--- config.mk ---
export PLATFORM = sky130hd
export DESIGN_NAME = banco_regs_param
export DESIGN_NICKNAME = d
export VERILOG_FILES = /design/src/rtl/nrisc_pkg.sv /design/src/rtl/banco_regs_scoreboard.sv /design/src/rtl/banco_regs_param.sv
export SDC_FILE = /design/constraint.sdc
export NUM_CORES = 1
export LEC_CHECK = 0
export CAP_MARGIN = 20
export CORE_MARGIN = 4
export CORE_UTILIZATION = 35
export DETAILED_ROUTE_END_ITERATION = 6
export GPL_ROUTABILITY_DRIVEN = 1
export PLACE_DENSITY = 0.68
export SYNTH_ARGS = -nofsm -noshare
export SYNTH_HDL_FRONTEND = slang
export SYNTH_SLANG_ARGS = --single-unit
export TNS_END_PERCENT = 30
--- constraint.sdc ---
create_clock -name clock -period 1.7 [get_ports clock]
set_input_delay 0.34 -clock clock [delete_from_list [all_inputs] [get_ports clock]]
set_output_delay 0.34 -clock clock [all_outputs]
set_load 0.02 [all_outputs]
--- src/rtl/nrisc_pkg.sv ---
// Shared definitions for the nRisc register bank family.
// Provides the default data/address widths and the matching bus typedefs.
package nrisc_pkg;

    localparam int unsigned DEF_DATA_W = 8;
    localparam int unsigned DEF_ADDR_W = 2;

    typedef logic [DEF_ADDR_W-1:0] reg_addr_t;
    typedef logic [DEF_DATA_W-1:0] reg_data_t;

endpackage

--- src/rtl/banco_regs_scoreboard.sv ---
// Per-register pending scoreboard.
// A reservation marks a register as awaiting a multicycle producer; the next
// write to that register clears it. A reservation wins over a write to the
// same register in the same cycle.
// Ports:
//   clock, reset      : clock and synchronous active-high reset
//   wr_en, wr_addr    : writeback write (clears pending)
//   rsv_en, rsv_addr  : decode reservation (sets pending)
//   pend_vec          : pending bits, bit i = register i
module banco_regs_scoreboard #(
    parameter int unsigned ADDR_W = 2
) (
    input  logic                        clock,
    input  logic                        reset,
    input  logic                        wr_en,
    input  logic [ADDR_W-1:0]           wr_addr,
    input  logic                        rsv_en,
    input  logic [ADDR_W-1:0]           rsv_addr,
    output logic [(1 << ADDR_W)-1:0]    pend_vec
);

    localparam int unsigned NUM_REGS = 1 << ADDR_W;

    logic [NUM_REGS-1:0] pend_q;
    logic [NUM_REGS-1:0] pend_d;

    // Set has priority over clear; untouched bits hold.
    always_comb begin
        pend_d = pend_q;
        for (int unsigned i = 0; i < NUM_REGS; i++) begin
            if (rsv_en && (rsv_addr == ADDR_W'(i))) begin
                pend_d[i] = 1'b1;
            end else if (wr_en && (wr_addr == ADDR_W'(i))) begin
                pend_d[i] = 1'b0;
            end
        end
    end

    always_ff @(posedge clock) begin
        if (reset) begin
            pend_q <= '0;
        end else begin
            pend_q <= pend_d;
        end
    end

    assign pend_vec = pend_q;

endmodule

--- src/rtl/banco_regs_param.sv ---
// Parametrised nRisc register bank with pending scoreboard.
// Two combinational read ports, one synchronous write port, synchronous
// active-high reset clearing data and pending bits.
// Optional macro BANCO_REGS_BYPASS_EN: forwards a same-cycle write to the
// read ports (pending reads as 0 unless the same register is also reserved).
// Ports:
//   clock, reset                  : clock and synchronous active-high reset
//   rd_addr1/2 -> rd_data1/2      : asynchronous read data
//   rd_pend1/2                    : pending flag of the addressed register
//   wr_en, wr_addr, wr_data       : writeback port
//   rsv_en, rsv_addr              : reservation request from decode
//   pend_vec                      : all pending bits
module banco_regs_param
    import nrisc_pkg::*;
#(
    parameter int unsigned DATA_W = DEF_DATA_W,
    parameter int unsigned ADDR_W = DEF_ADDR_W
) (
    input  logic                        clock,
    input  logic                        reset,
    input  logic [ADDR_W-1:0]           rd_addr1,
    input  logic [ADDR_W-1:0]           rd_addr2,
    output logic [DATA_W-1:0]           rd_data1,
    output logic [DATA_W-1:0]           rd_data2,
    output logic                        rd_pend1,
    output logic                        rd_pend2,
    input  logic                        wr_en,
    input  logic [ADDR_W-1:0]           wr_addr,
    input  logic [DATA_W-1:0]           wr_data,
    input  logic                        rsv_en,
    input  logic [ADDR_W-1:0]           rsv_addr,
    output logic [(1 << ADDR_W)-1:0]    pend_vec
);

    localparam int unsigned NUM_REGS = 1 << ADDR_W;

    logic [DATA_W-1:0] regs_q [NUM_REGS];
    logic [DATA_W-1:0] regs_d [NUM_REGS];

    // Next-state of the data array: single write port.
    always_comb begin
        regs_d = regs_q;
        if (wr_en) begin
            regs_d[wr_addr] = wr_data;
        end
    end

    always_ff @(posedge clock) begin
        if (reset) begin
            for (int unsigned i = 0; i < NUM_REGS; i++) begin
                regs_q[i] <= '0;
            end
        end else begin
            regs_q <= regs_d;
        end
    end

    banco_regs_scoreboard #(
        .ADDR_W   (ADDR_W)
    ) u_scoreboard (
        .clock    (clock),
        .reset    (reset),
        .wr_en    (wr_en),
        .wr_addr  (wr_addr),
        .rsv_en   (rsv_en),
        .rsv_addr (rsv_addr),
        .pend_vec (pend_vec)
    );

    // Read ports.
    always_comb begin
        rd_data1 = regs_q[rd_addr1];
        rd_data2 = regs_q[rd_addr2];
        rd_pend1 = pend_vec[rd_addr1];
        rd_pend2 = pend_vec[rd_addr2];
`ifdef BANCO_REGS_BYPASS_EN
        // A same-cycle reservation keeps the register pending even when forwarded.
        if (wr_en && (wr_addr == rd_addr1)) begin
            rd_data1 = wr_data;
            rd_pend1 = rsv_en && (rsv_addr == rd_addr1);
        end
        if (wr_en && (wr_addr == rd_addr2)) begin
            rd_data2 = wr_data;
            rd_pend2 = rsv_en && (rsv_addr == rd_addr2);
        end
`endif
    end

endmodule

### Word-level counts from Yosys, hierarchy flattened

Index checks and enable logic that the tools add are counted.

* register bits after elaboration: 36
* bits of input ports: 20
* output and inout port bits: 22
* word-level logic and storage cells: 59

* order comparisons: 6
* equality and inequality tests: 6
* multiplexer cells: 21
* bitwise gates (word level): 3
* reduce and logical (&&, ||, !) cells: 15

Operators with widths (count)
* two-way mux 8 bit: 5
* binary-select mux 8 bit (select 2 bit): 2
* bitwise mux 32 bit: 1
* demux 8 bit (select 2 bit): 1
* two-way mux 1 bit: 10
* greater-or-equal comparator 3 bit, second input constant: 3
* logical AND 1 bit: 9
* NOT 2 -> 3 bit: 3
* == test 2 bit, second input constant: 4
* nonzero test 2 bit: 4
* < comparator 2 x 3 -> 1 bit, second input constant: 2
* binary-select mux 1 bit (select 2 bit): 2
* == test 2 x 1 -> 1 bit, second input constant: 2
* logical NOT 2 bit: 2
* < comparator 3 x 1 -> 1 bit, second input constant: 1

### Longest topological paths before layout

* depth in word-level cells: 6
* gate-level depth with buffers: 3
* depth with buffers taken out: 2

### Modules after synthesis

A second synthesis with hierarchy kept.

* cells, all modules: 157
* area total of the unflattened synthesis: 1899.3 µm²

Modules (own cells, without submodules)
* banco_regs_param: times used 1, cells an instance 138, area each 1707.9 µm², sequential area each 640.6 µm²
* banco_regs_scoreboard: times used 1, cells an instance 19, area each 191.4 µm², sequential area each 80.1 µm²

### Least setup slack after synthesis

Ideal clock, no wire load.

* path kind: input-to-output
* start: in rd_addr1[0]
* end: out rd_data1[0]
* data arrival time: 1151 ps
* data required time: 1360 ps
* path slack: 209 ps
* stages on the path: 2
* buffers on the path: 1
* path through: buf_2 mux4_2

* word-level cells in the longest chain between the ends: 4

Ends and longest elaborated chain
* start, declared: RTL line banco_regs_param.sv:21 `input logic [ADDR_W-1:0] rd_addr1,`
* NOT 2 -> 3 bit (implied by the code): RTL line banco_regs_param.sv:72 `rd_data1 = regs_q[rd_addr1];`
* binary-select mux 8 bit (select 2 bit): RTL line banco_regs_param.sv:72
* two-way mux 8 bit (implied by the code) (2 in series): RTL line banco_regs_param.sv:72
* end, declared: RTL line banco_regs_param.sv:23 `output logic [DATA_W-1:0] rd_data1,`

Every way passes these cells. The select of a mux whose other input is x is not followed.

### Worst setup path after layout

* start: in rd_addr2[1]
* end: out rd_data2[3]

* word-level cells in the longest chain between the ends: 4

Ends and longest elaborated chain
* start, declared: RTL line banco_regs_param.sv:22 `input logic [ADDR_W-1:0] rd_addr2,`
* NOT 2 -> 3 bit (implied by the code): RTL line banco_regs_param.sv:73 `rd_data2 = regs_q[rd_addr2];`
* binary-select mux 8 bit (select 2 bit): RTL line banco_regs_param.sv:73
* two-way mux 8 bit (implied by the code) (2 in series): RTL line banco_regs_param.sv:73
* end, declared: RTL line banco_regs_param.sv:24 `output logic [DATA_W-1:0] rd_data2,`

Every way passes these cells. The select of a mux whose other input is x is not followed.

==> impl_metrics.toml <==
[outcome]
status = "completed"

[sta]
final.period_utilization = 0.9854
min_period_ps = 1675
fin_skew_ps = 0
worstMarginPinSlew_ps = 293.2
hold_viol = 0
fmax_mhz = 597.0
rsz0062_at_grt = "true"
tns_ps = 0
maxSlewHeadroom = 0.8045
timing.final.setup_violations = 0
finalMaxSlewViolations = 0

[clocking]
clk_pin_slew_ps = 70
cts_tree = "yes"
cts_max_path_buffers = 2
clkSinkCount = 36
htree_levels = 2
cts_root_buf = "clkbuf_8"
worstSkewPairLatency_ps = 280
cts_buffers = 5

[logic_synthesis]
synth_top_area_share = 0.3861
synthAdderAreaFrac = 0
synth_cell_types = 16
synth_simple_gate_area_share = 0.1729
seq_area_frac_synth = 0.3861
synth_top_family_by_area = "multiplexers"
synth.largest_area_cell = "dfxtp_1"
synth_xor_area_frac = 0
synth_compound_area_frac = 0.02145
ys_ff_latch = 36
muxShareOfSynthArea = 0.3887
syn-cell-area_um2 = 1867
syn_nets = 173
ys_warn_count = 0
postSynthCellCount = 153
synth.avg_cell_area_um2 = 12.20
synth_area_leaders = "dfxtp_1 39%, mux4_2 22%, mux2i_1 17%"

[cells_and_area]
fin_nets = 239
multi_input_area_um2 = 1089
syn2layout_area_growth_pct = 41.15
antenna_cells = 0
fillerInstances = 478
stdcell_area_um2 = 2635
seq_area_um2 = 720.7
drive_gt1_frac = 0.3500

[setup_path]
worstPathCellList = "clkdlybuf4s15_2, buf_6, mux4_2, buf_4"
critPathTopFamily = "buffers and inverters"
critPathBufInv = 3
crit_required_ps = 1360
start_kind = "primary input"
max_stage_delay_ps = 490
slowest_stage = "mux4_2"
critPathKind = "primary input to primary output"
crit_path_max_fanout = 3
crit_arrival_ps = 1340
critPathCaptureType = "primary output"

[placement]
placed_area_um2 = 2539
hpwl_mm = 3.756
io_buffers = 41
gp_congestion = 0.7715

[grt]
grt_max_degree = 15
grt_pass1_wl_mm = 8.204
antenna_found_initial = 0
grt_overflow = 0
grtUsageTotal = 0.1680
grt_pass1_vias = 1630

[run]
drv_cap = 0

[die]
num_rows = 26
die_area_um2 = 6566
initial_core_util = 0.3632
io_pins = 42
die_h_um = 81.03
fp.dieW_um = 81.03
core_area_um2 = 5140

[route]
wl_per_cell_um = 17.25
viasPerCell = 5.038
totalWireLength_mm = 5.003
initialDrtViolationCount = 63
postRouteAntennaNets = 0
firstDrtPassIters = 4
num_vias = 1461
remaining_drc_errors = 0

[power_and_ir_drop]
p_leak_nw = 1.177
pwr-share-comb = 0.192
p_int_mw = 1.416
power.density_nw_per_um2 = 718.6
seq_power_share = 0.475
switching_share = 0.2521
clkPwrFrac = 0.332
p_switching_mw = 0.4774
vdd_drop_max_mv = 0.4095

[worst_hold_path]
hp-class = "register to register"
[Yosys cell counts]
cell / n
nand2b_1: 40
dfxtp_1: 36
mux2i_1: 32
mux4_2: 18
buf_2: 7
clkbuf_1: 5
a32o_1: 4
nand3b_1: 2
nor2b_1: 2
and2_1: 1
and3b_1: 1
inv_1: 1
nand3_1: 1
nor2_1: 1
nor3b_2: 1
or3b_1: 1
[state kept, by name, summed over array words and instances (netlist names)]
register	count
regs_q	32
u_scoreboard.pend_vec	4
[cell type report]
class                           instances  area share
Multi-Input combinational cell        104      0.4131
Timing Repair Buffer                   71      0.2445
Sequential cell                        36      0.2735
Tap cell                               70     0.03324
Inverter                                1    0.001424
Clock buffer                            8     0.03419
[worst min-delay path, cell delays in order, from the launching register on]
cell and delay, ps:
dfxtp_1 320, nand2b_1 70, mux2i_1 60
[final timing paths]
kind / from / endpoint / slack, ps / cells after the start
setup / recovery: rd_addr2[1] / rd_data2[3] / 20 / 4
hold / removal: regs_q[11]$_SDFFE_PP0P_ / regs_q[11]$_SDFFE_PP0P_ / 500 / 2
setup reg to reg: u_scoreboard.pend_vec[0]$_SDFFE_PP0P_ / u_scoreboard.pend_vec[0]$_SDFFE_PP0P_ / 920 / 2
hold reg to reg: regs_q[11]$_SDFFE_PP0P_ / regs_q[11]$_SDFFE_PP0P_ / 500 / 2
[cell families after synthesis]
| family | after synthesis |
|---|---|
| AND/OR/NAND/NOR | 50 |
| AO/OA/AOI/OAI | 4 |
| buffers and inverters | 13 |
| flip-flops | 36 |
| multiplexers | 50 |
[what timing repair did]
action | 4_1_cts | 5_1_grt
hold buffers | 0 | 0
setup endpoints to repair | 22 | 9
buffers inserted | 2 | 0
gates resized for setup | 106 | 3
cloned | 1 | 0
[power by group through the flow]
| stage | clock (mW) | sequential, mW | combinational [mW] |
|---|---|---|---|
| 2_1_floorplan | 0 | 0.917 | 0.180 |
| 5_1_grt | 0.686 | 0.903 | 0.390 |
| 6_report | 0.630 | 0.900 | 0.364 |
| 4_1_cts | 0.639 | 0.899 | 0.368 |
| 3_5_place_dp | 0 | 0.918 | 0.364 |
| 3_3_place_gp | 0 | 0.912 | 0.356 |
[through the flow]
| step | worst slack (ps) | std cells | util | hold slack [ps] | power [mW] |
|---|---|---|---|---|---|
| final | 24.84 | 290 | 0.5127 | 496.6 | 1.894 |
| after global routing | -11.37 | 290 | 0.5127 | 519.3 | 1.979 |
| after CTS | 3.096 | 290 | 0.5124 | 496.0 | 1.905 |
| after detailed placement | -727.1 | 279 | 0.4939 | 483.5 | 1.282 |
| after global placement | -708.6 | 279 | 0.4939 | 466.4 | 1.269 |
| after floorplan | 209.4 | 153 | - | 455.4 | 1.097 |
[layer usage]
metal / wire length (um) / global-route usage
met3: 276 / 0.04324
met4: 44 / 0.05236
met1: 2021 / 0.1882
met5: 0 / 0
met2: 2661 / 0.3095
[cell usage in the layout, fill, tap and decap left out, drive strengths merged, types with 2 or more instances in the layout]
cell type      count
clkbuf             8
nand3b             2
mux4              18
a32o               4
nand2b            40
clkdlybuf4s50     15
buf               49
mux2i             32
dlygate4sd2        4
clkdlybuf4s15      2
nor2b              2
dfxtp             36
Power figures use the tool's default switching activity.
